--- config.mk ---
export PLATFORM = sky130hd
export DESIGN_NAME = uart_bus_slave
export DESIGN_NICKNAME = d
export VERILOG_FILES = /design/src/rtl/uart_pkg.sv /design/src/rtl/uart_rx_core.sv /design/src/rtl/uart_bus_slave.sv
export SDC_FILE = /design/constraint.sdc
export NUM_CORES = 1
export LEC_CHECK = 0
export ABC_AREA = 1
export CAP_MARGIN = 5
export CORE_MARGIN = 5
export CORE_UTILIZATION = 60
export CTS_CLUSTER_DIAMETER = 200
export DETAILED_ROUTE_END_ITERATION = 10
export GPL_ROUTABILITY_DRIVEN = 1
export PLACE_DENSITY_LB_ADDON = 0.1
export SYNTH_ARGS = -nofsm -noshare
export SYNTH_HDL_FRONTEND = slang
export SYNTH_SLANG_ARGS = --single-unit
--- constraint.sdc ---
create_clock -name clk -period 6.1 [get_ports clk]
set_input_delay 1.525 -clock clk [delete_from_list [all_inputs] [get_ports clk]]
set_output_delay 1.525 -clock clk [all_outputs]
set_load 0.03 [all_outputs]
--- src/rtl/uart_pkg.sv ---
// ============================================================================
// Module  : uart_pkg
// Brief   : Register map, STATUS bit positions and FSM state types for the
//           UART bus slave.
// Revision: 1.0
// ============================================================================
`default_nettype none

package uart_pkg;

  localparam logic [7:0] REG_DATA    = 8'h00;
  localparam logic [7:0] REG_STATUS  = 8'h02;
  localparam logic [7:0] REG_DIVISOR = 8'h04;
  localparam logic [7:0] REG_CTRL    = 8'h06;

  localparam int ST_TX_EMPTY = 0;
  localparam int ST_TX_BUSY  = 1;
  localparam int ST_RX_VALID = 2;
  localparam int ST_RXOVR    = 3;
  localparam int ST_TXOVR    = 4;
  localparam int ST_FERR     = 5;

  typedef enum logic [0:0] {B_IDLE, B_ACK} bus_state_e;
  typedef enum logic [1:0] {T_IDLE, T_START, T_DATA, T_STOP} tx_state_e;
  typedef enum logic [1:0] {R_IDLE, R_START, R_DATA, R_STOP} rx_state_e;

endpackage

`default_nettype wire

--- src/rtl/uart_rx_core.sv ---
// ============================================================================
// Module  : uart_rx_core
// Brief   : 8N1 receiver: rxd synchronizer, start-bit validation, mid-bit
//           sampling; pulses o_done or o_frame_err once per frame.
// Revision: 1.0
// ============================================================================
`default_nettype none

module uart_rx_core
  import uart_pkg::*;
(
  input  logic        clk,
  input  logic        rst,
  input  logic        i_rxd,
  input  logic [15:0] i_divisor,
  output logic        o_done,
  output logic [7:0]  o_data,
  output logic        o_frame_err
);

  rx_state_e   state_q, state_d;
  logic [1:0]  sync_q, sync_d;
  logic        prev_q, prev_d;
  logic [15:0] cnt_q, cnt_d;
  logic [15:0] div_q, div_d;
  logic [2:0]  bit_q, bit_d;
  logic [7:0]  shift_q, shift_d;
  logic        done_q, done_d;
  logic        ferr_q, ferr_d;

  logic        w_rx;
  logic [15:0] w_half_m1;

  assign w_rx      = sync_q[1];
  // (DIVISOR+1)/2 - 1, valid because the divisor is never zero
  assign w_half_m1 = (div_q - 16'd1) >> 1;

  always_comb begin
    state_d = state_q;
    sync_d  = {sync_q[0], i_rxd};
    prev_d  = w_rx;
    cnt_d   = cnt_q;
    div_d   = div_q;
    bit_d   = bit_q;
    shift_d = shift_q;
    done_d  = 1'b0;
    ferr_d  = 1'b0;
    case (state_q)
      R_IDLE: begin
        if (prev_q && !w_rx) begin
          state_d = R_START;
          cnt_d   = 16'd0;
          div_d   = i_divisor;
        end
      end
      R_START: begin
        if (cnt_q == w_half_m1) begin
          cnt_d   = 16'd0;
          div_d   = i_divisor;
          bit_d   = 3'd0;
          state_d = w_rx ? R_IDLE : R_DATA;
        end else begin
          cnt_d = cnt_q + 16'd1;
        end
      end
      R_DATA: begin
        if (cnt_q == div_q) begin
          cnt_d   = 16'd0;
          div_d   = i_divisor;
          shift_d = {w_rx, shift_q[7:1]};
          bit_d   = bit_q + 3'd1;
          if (bit_q == 3'd7) state_d = R_STOP;
        end else begin
          cnt_d = cnt_q + 16'd1;
        end
      end
      R_STOP: begin
        if (cnt_q == div_q) begin
          state_d = R_IDLE;
          done_d  = w_rx;
          ferr_d  = !w_rx;
        end else begin
          cnt_d = cnt_q + 16'd1;
        end
      end
      default: state_d = R_IDLE;
    endcase
  end

  always_ff @(posedge clk or posedge rst) begin
    if (rst) begin
      state_q <= R_IDLE;
      sync_q  <= 2'b11;
      prev_q  <= 1'b1;
      cnt_q   <= 16'd0;
      div_q   <= 16'd1;
      bit_q   <= 3'd0;
      shift_q <= 8'h00;
      done_q  <= 1'b0;
      ferr_q  <= 1'b0;
    end else begin
      state_q <= state_d;
      sync_q  <= sync_d;
      prev_q  <= prev_d;
      cnt_q   <= cnt_d;
      div_q   <= div_d;
      bit_q   <= bit_d;
      shift_q <= shift_d;
      done_q  <= done_d;
      ferr_q  <= ferr_d;
    end
  end

  assign o_done      = done_q;
  assign o_data      = shift_q;
  assign o_frame_err = ferr_q;

endmodule

`default_nettype wire

--- src/rtl/uart_bus_slave.sv ---
// ============================================================================
// Module  : uart_bus_slave
// Brief   : UART peripheral on the 16-bit ds/ack bus: register file, bus
//           handshake FSM and 8N1 transmitter; receiver in uart_rx_core.
// Revision: 1.0
// ============================================================================
`default_nettype none

module uart_bus_slave
  import uart_pkg::*;
#(
  parameter logic [15:0] DEFAULT_DIV = 16'd433
) (
  input  logic        clk,
  input  logic        reset,
  input  logic        ds,
  input  logic        we,
  input  logic [7:0]  addr,
  input  logic [15:0] wdata,
  output logic [15:0] rdata,
  output logic        ack,
  output logic        txd,
  input  logic        rxd,
  output logic        irq
);

  bus_state_e  bus_q, bus_d;
  logic [15:0] rdata_q, rdata_d;
  tx_state_e   tx_state_q, tx_state_d;
  logic [15:0] tx_cnt_q, tx_cnt_d;
  logic [15:0] tx_div_q, tx_div_d;
  logic [2:0]  tx_bit_q, tx_bit_d;
  logic [7:0]  tx_shift_q, tx_shift_d;
  logic [7:0]  tx_hold_q, tx_hold_d;
  logic        tx_empty_q, tx_empty_d;
  logic [15:0] div_q, div_d;
  logic        txie_q, txie_d;
  logic [7:0]  rx_byte_q, rx_byte_d;
  logic        rx_valid_q, rx_valid_d;
  logic        rxovr_q, rxovr_d;
  logic        txovr_q, txovr_d;
  logic        ferr_q, ferr_d;

  logic        w_rx_done;
  logic [7:0]  w_rx_data;
  logic        w_rx_ferr;
  logic        w_access, w_wr, w_rd_data, w_tx_busy, w_tx_tick;
  logic [7:0]  w_off;
  logic [15:0] w_rdval;
  logic        w_unused;

  assign w_unused  = addr[0];
  assign w_off     = {addr[7:1], 1'b0};
  assign w_access  = (bus_q == B_IDLE) && ds;
  assign w_wr      = w_access && we;
  assign w_rd_data = w_access && !we && (w_off == REG_DATA);
  assign w_tx_busy = (tx_state_q != T_IDLE);
  assign w_tx_tick = (tx_cnt_q == tx_div_q);

  uart_rx_core u_rx (
    .clk         (clk),
    .rst         (reset),
    .i_rxd       (rxd),
    .i_divisor   (div_q),
    .o_done      (w_rx_done),
    .o_data      (w_rx_data),
    .o_frame_err (w_rx_ferr)
  );

  always_comb begin
    w_rdval = 16'h0000;
    case (w_off)
      REG_DATA:    w_rdval = {8'h00, rx_byte_q};
      REG_STATUS:  w_rdval = {10'd0, ferr_q, txovr_q, rxovr_q, rx_valid_q, w_tx_busy, tx_empty_q};
      REG_DIVISOR: w_rdval = div_q;
      REG_CTRL:    w_rdval = {15'd0, txie_q};
      default:     w_rdval = 16'h0000;
    endcase
  end

  always_comb begin
    bus_d      = bus_q;
    rdata_d    = rdata_q;
    tx_state_d = tx_state_q;
    tx_cnt_d   = tx_cnt_q;
    tx_div_d   = tx_div_q;
    tx_bit_d   = tx_bit_q;
    tx_shift_d = tx_shift_q;
    tx_hold_d  = tx_hold_q;
    tx_empty_d = tx_empty_q;
    div_d      = div_q;
    txie_d     = txie_q;
    rx_byte_d  = rx_byte_q;
    rx_valid_d = rx_valid_q;
    rxovr_d    = rxovr_q;
    txovr_d    = txovr_q;
    ferr_d     = ferr_q;

    case (bus_q)
      B_IDLE: if (ds) begin
        bus_d   = B_ACK;
        rdata_d = we ? 16'h0000 : w_rdval;
      end
      B_ACK: if (!ds) begin
        bus_d   = B_IDLE;
        rdata_d = 16'h0000;
      end
      default: bus_d = B_IDLE;
    endcase

    // Clears are applied first so a same-edge hardware set overrides them
    if (w_wr) begin
      case (w_off)
        REG_DATA: begin
          if (tx_empty_q) begin
            tx_hold_d  = wdata[7:0];
            tx_empty_d = 1'b0;
          end else begin
            txovr_d = 1'b1;
          end
        end
        REG_STATUS: begin
          if (wdata[ST_RXOVR]) rxovr_d = 1'b0;
          if (wdata[ST_TXOVR]) txovr_d = 1'b0;
          if (wdata[ST_FERR])  ferr_d  = 1'b0;
        end
        REG_DIVISOR: div_d  = (wdata == 16'd0) ? 16'd1 : wdata;
        REG_CTRL:    txie_d = wdata[0];
        default: ;
      endcase
    end

    if (w_rd_data) rx_valid_d = 1'b0;
    if (w_rx_done) begin
      if (rx_valid_q && !w_rd_data) begin
        rxovr_d = 1'b1;
      end else begin
        rx_byte_d  = w_rx_data;
        rx_valid_d = 1'b1;
      end
    end
    if (w_rx_ferr) ferr_d = 1'b1;

    case (tx_state_q)
      T_IDLE: if (!tx_empty_q) begin
        tx_state_d = T_START;
        tx_shift_d = tx_hold_q;
        tx_empty_d = 1'b1;
        tx_cnt_d   = 16'd0;
        tx_div_d   = div_q;
      end
      T_START: begin
        if (w_tx_tick) begin
          tx_state_d = T_DATA;
          tx_bit_d   = 3'd0;
          tx_cnt_d   = 16'd0;
          tx_div_d   = div_q;
        end else tx_cnt_d = tx_cnt_q + 16'd1;
      end
      T_DATA: begin
        if (w_tx_tick) begin
          tx_shift_d = {1'b0, tx_shift_q[7:1]};
          tx_bit_d   = tx_bit_q + 3'd1;
          tx_cnt_d   = 16'd0;
          tx_div_d   = div_q;
          if (tx_bit_q == 3'd7) tx_state_d = T_STOP;
        end else tx_cnt_d = tx_cnt_q + 16'd1;
      end
      T_STOP: begin
        if (w_tx_tick) begin
          tx_cnt_d = 16'd0;
          tx_div_d = div_q;
          if (!tx_empty_q) begin
            tx_state_d = T_START;
            tx_shift_d = tx_hold_q;
            tx_empty_d = 1'b1;
          end else begin
            tx_state_d = T_IDLE;
          end
        end else tx_cnt_d = tx_cnt_q + 16'd1;
      end
      default: tx_state_d = T_IDLE;
    endcase
  end

  always_ff @(posedge clk or posedge reset) begin
    if (reset) begin
      bus_q      <= B_IDLE;
      rdata_q    <= 16'h0000;
      tx_state_q <= T_IDLE;
      tx_cnt_q   <= 16'd0;
      tx_div_q   <= DEFAULT_DIV;
      tx_bit_q   <= 3'd0;
      tx_shift_q <= 8'h00;
      tx_hold_q  <= 8'h00;
      tx_empty_q <= 1'b1;
      div_q      <= DEFAULT_DIV;
      txie_q     <= 1'b0;
      rx_byte_q  <= 8'h00;
      rx_valid_q <= 1'b0;
      rxovr_q    <= 1'b0;
      txovr_q    <= 1'b0;
      ferr_q     <= 1'b0;
    end else begin
      bus_q      <= bus_d;
      rdata_q    <= rdata_d;
      tx_state_q <= tx_state_d;
      tx_cnt_q   <= tx_cnt_d;
      tx_div_q   <= tx_div_d;
      tx_bit_q   <= tx_bit_d;
      tx_shift_q <= tx_shift_d;
      tx_hold_q  <= tx_hold_d;
      tx_empty_q <= tx_empty_d;
      div_q      <= div_d;
      txie_q     <= txie_d;
      rx_byte_q  <= rx_byte_d;
      rx_valid_q <= rx_valid_d;
      rxovr_q    <= rxovr_d;
      txovr_q    <= txovr_d;
      ferr_q     <= ferr_d;
    end
  end

  // txd decodes straight from flops so reset forces the line idle at once
  always_comb begin
    txd = 1'b1;
    case (tx_state_q)
      T_START: txd = 1'b0;
      T_DATA:  txd = tx_shift_q[0];
      default: txd = 1'b1;
    endcase
  end

  assign ack   = (bus_q == B_ACK);
  assign rdata = rdata_q;
  assign irq   = rx_valid_q | (tx_empty_q & txie_q);

endmodule

`default_nettype wire
==> run metrics, run 1 <==
status complete, no violations; largest net degree at the start of global routing 66; CTS tree built; Internal Pwr Total 0.002016 W; crit start category flop; first-pass GRT wire length 29580 um; Crit Path Max Fanout 19; power share of the sequential group 36.3%; Pwr Density 379.1 mW/mm^2; Combinational Power Share 34.3%; WHS between 300 and 400 ps; Max-cap violations 0; warnings from Yosys 0; share of cells above drive strength 1 7.847%; top-count cell post-synth nand2_1; Post-synth ARST share 100.0%; row count 41; vias 6333; vias per cell 5.431; Tcrit/Tclk final around 69%; CP Buf/Inv Count 3; synth top area cells dfrtp_1, nand2_1, inv_1; Synth Cell Area 0.007735 mm^2; Distinct cells, synth 41; ant diodes 0; post-synth top area share 43.68%; CTS H-Tree Depth 4; post-route ant nets 0; post-detail-place hpwl 12700 um; crit-path max cell delay 690 ps; fmax 238.5 MHz; chip width 123.5 um; Final Max Tran Viols 0; core area 0.01262 mm^2; Chip Height 123.5 um; clock power share 29.4%; most frequent cells after synthesis nand2_1, dfrtp_1, inv_1; GRT Total Usage 24.99%; # hold bufs at CTS 0; unrepaired setup endpoints after global routing false; total grt overflow 0; Synth Flop Type dfrtp_1; fin crit period 4194 ps; Starting Density 61.29%; crit end category primary output; Max-slew headroom between 30% and 40%; final setup violation count 0; R2R depth 11; antenna violations before repair 0; WL final about 18000 um; NumNets Final between 1000 and 1500; filler cell count 1026; drc violations 0; VDD IR max 0.2909 mV; clk buf depth 2; CP top delay family buffers and inverters; EDFF count, synth 0; clk slew on worst S/H paths 70 ps; WL/cell 15.24 um; io pins 48; Sw Ratio 40.15%; crit-path most repeated cell inv_1; placer congestion estimate 0.8742; Die ar. between 0.015 and 0.02 mm^2; CP cell instances inv_1, ha_1, inv_1, o21ai_0, clkdlybuf4s50_1; P&R area growth vs syn 14.85%; post-CTS resize count 0; CTS Sinks 150; Worst Skew slightly below 9 ps; Final Hold Viols 0; post-synthesis instance total 938; critical path class reg2out; flop and latch count out of synthesis 150; DRT Pass-1 Iters 5; later-pin clock latency in the skew report between 400 and 500 ps; HP Class reg2reg; Starting DRT DRC Count 516; Pleak between 4 and 5 nW; vias in the first global route about 6100; Synth Net Count 986; post-synthesis sequential area ratio 48.77%; Avg Cell Area, Syn 8.246 um^2; PortBufs 46; CTS root buf clkbuf_16; Setup Fix Bufs, Post-CTS 0; required time of the critical path between 4000 and 5000 ps; Hold Path Depth 0; Tightest Pin Transition 952.4 ps; arrival time at the worst endpoint 2670 ps; Switch Pwr between 0.001 and 0.0015 W; Critical-path top delay cell clkdlybuf4s50_1; Setup TNS Final 0 ps; leading area contributor after synthesis dfrtp_1; WP depth 5; CTS buffer count 17
state kept, by name, indices dropped and copies added (netlist names), 2 cells and up, named ones only:
name / cells
tx_div_q: 16
u_rx.div_q: 16
rdata: 16
tx_bit_q: 3
u_rx.sync_q: 2
u_rx.cnt_q: 16
tx_state_q: 2
div_q: 16
u_rx.bit_q: 3
rx_byte_q: 8
tx_shift_q: 8
tx_hold_q: 8
u_rx.o_data: 8
tx_cnt_q: 16
worst paths after layout:
check	start	endpoint	slack [ps]
max in group asynchronous	reset	u_rx.div_q[15]	3520
setup / recovery	tx_state_q[0]	txd	1910
setup reg to reg	tx_cnt_q[13]	tx_div_q[1]	2770
hold reg to reg	u_rx.sync_q[0]	u_rx.sync_q[1]	360
min in group asynchronous	reset	tx_bit_q[0]	1550
hold / removal	u_rx.sync_q[0]	u_rx.sync_q[1]	360
layout by cell type (no fill, tap or decap), drive strengths merged, types with 16 or more instances in the layout:
| master | Yosys | routed |
|---|---|---|
| clkbuf | 21 | 18 |
| o21ai | 105 | 105 |
| nor2 | 83 | 83 |
| inv | 124 | 131 |
| dfrtp | 135 | 135 |
| nand4 | 16 | 16 |
| clkdlybuf4s50 | 0 | 46 |
| nand3 | 49 | 49 |
| xnor2 | 30 | 30 |
| nand2 | 232 | 232 |
| xor2 | 17 | 17 |
| ha | 19 | 19 |
power by group through the flow:
stage               logic, W  clock network, W  registers [W]
finish               0.00115          0.000992        0.00122
floorplan           0.000920                 0        0.00121
CTS                  0.00116           0.00100        0.00122
global placement     0.00112                 0        0.00123
detailed placement   0.00114                 0        0.00124
global route         0.00132           0.00105        0.00124
area by class of cell:
cell class / count / area (um^2) / share of cell area (%)
timing repair buffer: 50 / 490.5 / 5.521
tap: 172 / 215.2 / 2.423
multi-input combinational: 638 / 3381 / 38.06
inverter: 124 / 470.5 / 5.296
sequential: 150 / 3772 / 42.46
clock buffer: 18 / 439.2 / 4.944
clock inverter: 14 / 115.1 / 1.296
metal layers:
layer  track usage [%]  vias to the layer above  share of wire (%)
met1             34.37                     3014                 46
met2             39.04                      144                 46
met5                 0                        -                  0
met4             8.720                        0                2.2
met3             5.947                       32                5.0
li1                  -                     3143                  -
logic make-up after synthesis:
group	count (synthesis)	synth area share (%)
adder cells (fa/ha/maj)	19	3.073
AND/OR/NAND/NOR	408	22.55
XOR/XNOR	47	5.322
flip-flops	150	48.77
AO/OA/AOI/OAI	164	12.76
buffers and inverters	150	7.522
metrics by stage:
step / power, W / utilization, % / std cells / instance area, um^2 / setup WS (ps)
after global placement: 0.002351 / 66.00 / 1134 / 8329 / 2044
after global routing: 0.003607 / 70.39 / 1166 / 8884 / 1672
after floorplan: 0.002129 / - / 938 / 7735 / 563.4
after detailed placement: 0.002380 / 66.00 / 1134 / 8329 / 2033
after CTS: 0.003379 / 70.39 / 1166 / 8884 / 1909
final: 0.003368 / 70.39 / 1166 / 8884 / 1906
Note: power is estimated with default switching activity, not from simulation.
==> run 2: changes to the inputs <==
==> constraint.sdc (replaced) <==
create_clock -name clk -period 4.1 [get_ports clk]
set_input_delay 1.025 -clock clk [delete_from_list [all_inputs] [get_ports clk]]
set_output_delay 1.025 -clock clk [all_outputs]
set_load 0.03 [all_outputs]
==> run metrics, run 2 (synthesis results as in run 1) <==
vias 6351 (+0.28%); arrival time at the worst endpoint 2690 ps (+20 ps); clock power share 31.1% (+1.7 points); Pwr Density 573.0 mW/mm^2 (+51%); footprint of the multi-input gates 0.003381 mm^2 (unchanged); post-CTS resize count 0 (unchanged); fin crit period roughly 3700 ps; chip width 123.5 um (unchanged); antenna violations before repair 0 (unchanged); share of cells above drive strength 1 8.124% (+0.28 points); placer congestion estimate 0.8489 (-2.9%); io pins 48 (unchanged); Starting DRT DRC Count 469 (-9.1%); DRT Pass-1 Iters 5 (unchanged); total grt overflow 0 (unchanged); unrepaired setup endpoints after global routing false; Sw Ratio 39.10% (-1.1 points); CTS tree built; utilization of the core after routing 71.22% (+0.82 points); Reg area 0.003772 mm^2 (unchanged); Max-slew headroom 43.64% (+7.4 points); P&R area growth vs syn 16.19%; vias per cell 5.433 (about the same); Critical-path top delay cell clkdlybuf4s50_1; VDD IR max 0.3936 mV (+35%); Combinational Power Share 33.5% (-0.8 points); WL/cell 15.04 um (-1.4%); GRT Total Usage 24.97% (about the same); ant diodes 0 (unchanged); Final Max Tran Viols 0 (unchanged); CP Buf/Inv Count 3 (unchanged); vias in the first global route 6068 (-0.23%); crit end category primary output; row count 41 (unchanged); CP top delay family buffers and inverters; most common cell after layout, fill and taps aside nand2_1; core area 0.01262 mm^2 (unchanged); clk buf depth 2 (unchanged); HP Class reg2reg; power share of the sequential group 35.3% (-1.0 points); later-pin clock latency in the skew report 430 ps (about the same); status complete, no violations; crit-path most repeated cell inv_1; Worst Skew 11.41 ps (+2.693 ps); NumNets Final 1032 (+0.29%); most frequent cells in the layout nand2_1, dfrtp_1, inv_1, o21ai_0, nor2_1; Switch Pwr 0.002014 W (+49%); # hold bufs at CTS 0 (unchanged); Max-cap violations 0 (unchanged); Starting Density 61.29% (unchanged); Chip Height 123.5 um (unchanged); CP cell instances inv_1, ha_1, inv_1, o21ai_0, clkdlybuf4s50_1; critical path class reg2out; PortBufs 46 (unchanged); Setup TNS Final 0 ps (unchanged); clk slew on worst S/H paths 70 ps (about the same); Tcrit/Tclk final 90.52%; largest net degree at the start of global routing 54 (-18%); Pleak 4.192 nW (+1.1%); final setup violation count 0 (unchanged); post-route cell area 0.008987 mm^2 (+1.2%); required time of the critical path 3070 ps (-1510 ps); post-detail-place hpwl 12650 um (-0.46%); crit start category flop; Die ar. 0.01526 mm^2 (unchanged); CTS buffer count 17 (unchanged); CTS root buf clkbuf_16; crit-path max cell delay 690 ps (about the same); Placement Cell Area 0.008376 mm^2 (+0.56%); fmax 269.4 MHz; Internal Pwr Total 0.003136 W (+56%); Tightest Pin Transition 844.5 ps (-107.9 ps); WL final 17580 um (-1.1%); CTS H-Tree Depth 4 (unchanged); first-pass GRT wire length 29700 um (+0.42%); drc violations 0 (unchanged); Final Hold Viols 0 (unchanged); Total Power 0.005150 W (+53%); post-route ant nets 0 (unchanged); Setup Fix Bufs, Post-CTS 0 (unchanged); Crit Path Max Fanout 19 (unchanged); CTS Sinks 150 (unchanged); filler cell count 1029 (+0.29%)
## run 2: path summary, 6_finish.rpt
| path | slack [ps] | depth (start not counted) | start | to |
|---|---|---|---|---|
| min reg2reg | 360 | 0 | u_rx.sync_q[0] | u_rx.sync_q[1] |
| max in group asynchronous | 2200 | 3 | reset | u_rx.div_q[0] |
| min | 360 | 0 | u_rx.sync_q[0] | u_rx.sync_q[1] |
| min in group asynchronous | 1050 | 2 | reset | tx_cnt_q[10] |
| max | 390 | 5 | tx_state_q[0] | txd |
| max reg2reg | 1310 | 14 | u_rx.div_q[0] | u_rx.div_q[14] |
## run 2: power groups by stage
stage / Sequential, W / Clock, W / Combinational, W
detailed placement: 0.00184 / 0 / 0.00170
global route: 0.00184 / 0.00169 / 0.00198
CTS: 0.00182 / 0.00163 / 0.00173
floorplan: 0.00180 / 0 / 0.00137
global placement: 0.00184 / 0 / 0.00167
finish: 0.00182 / 0.00160 / 0.00173
## run 2: layout make-up
type,instances,area share [%]
clock inverters,15,2.074
well taps,172,2.395
flip-flops and latches,150,41.97
clock buffers,17,4.733
inverters,124,5.221
repair buffers,53,5.986
multi-input cells,638,37.62
## run 2: layer usage
layer  share of wire [%]  track usage [%]  wire length, um
met3                 4.2            5.032              741
met1                  47            34.74             8253
met2                  47            39.86             8317
met4                 1.5            7.474              264
met5                   0                0                0
## run 2: worst reg2reg max path: stages, from the launching register on
cell and delay, ps:
dfstp_2 570, inv_1 60, ha_1 280, inv_1 140
nand2_1 60, nand3_1 80, nand2_1 50, nor2_1 90
nand4_1 90, nor3_1 280, nand2_2 140, a21boi_4 210
nand2_2 360, nand2_1 190, o21ai_2 60
## run 2: metrics by stage
stage | cells | hold WS, ps | setup slack [ps]
final | 1169 | 357.4 | 388.5
after global routing | 1169 | 365.0 | 191.3
after CTS | 1169 | 358.2 | 376.8
after detailed placement | 1137 | 348.1 | 855.6
after global placement | 1137 | 346.5 | 884.8
after floorplan | 938 | 345.2 | 1198
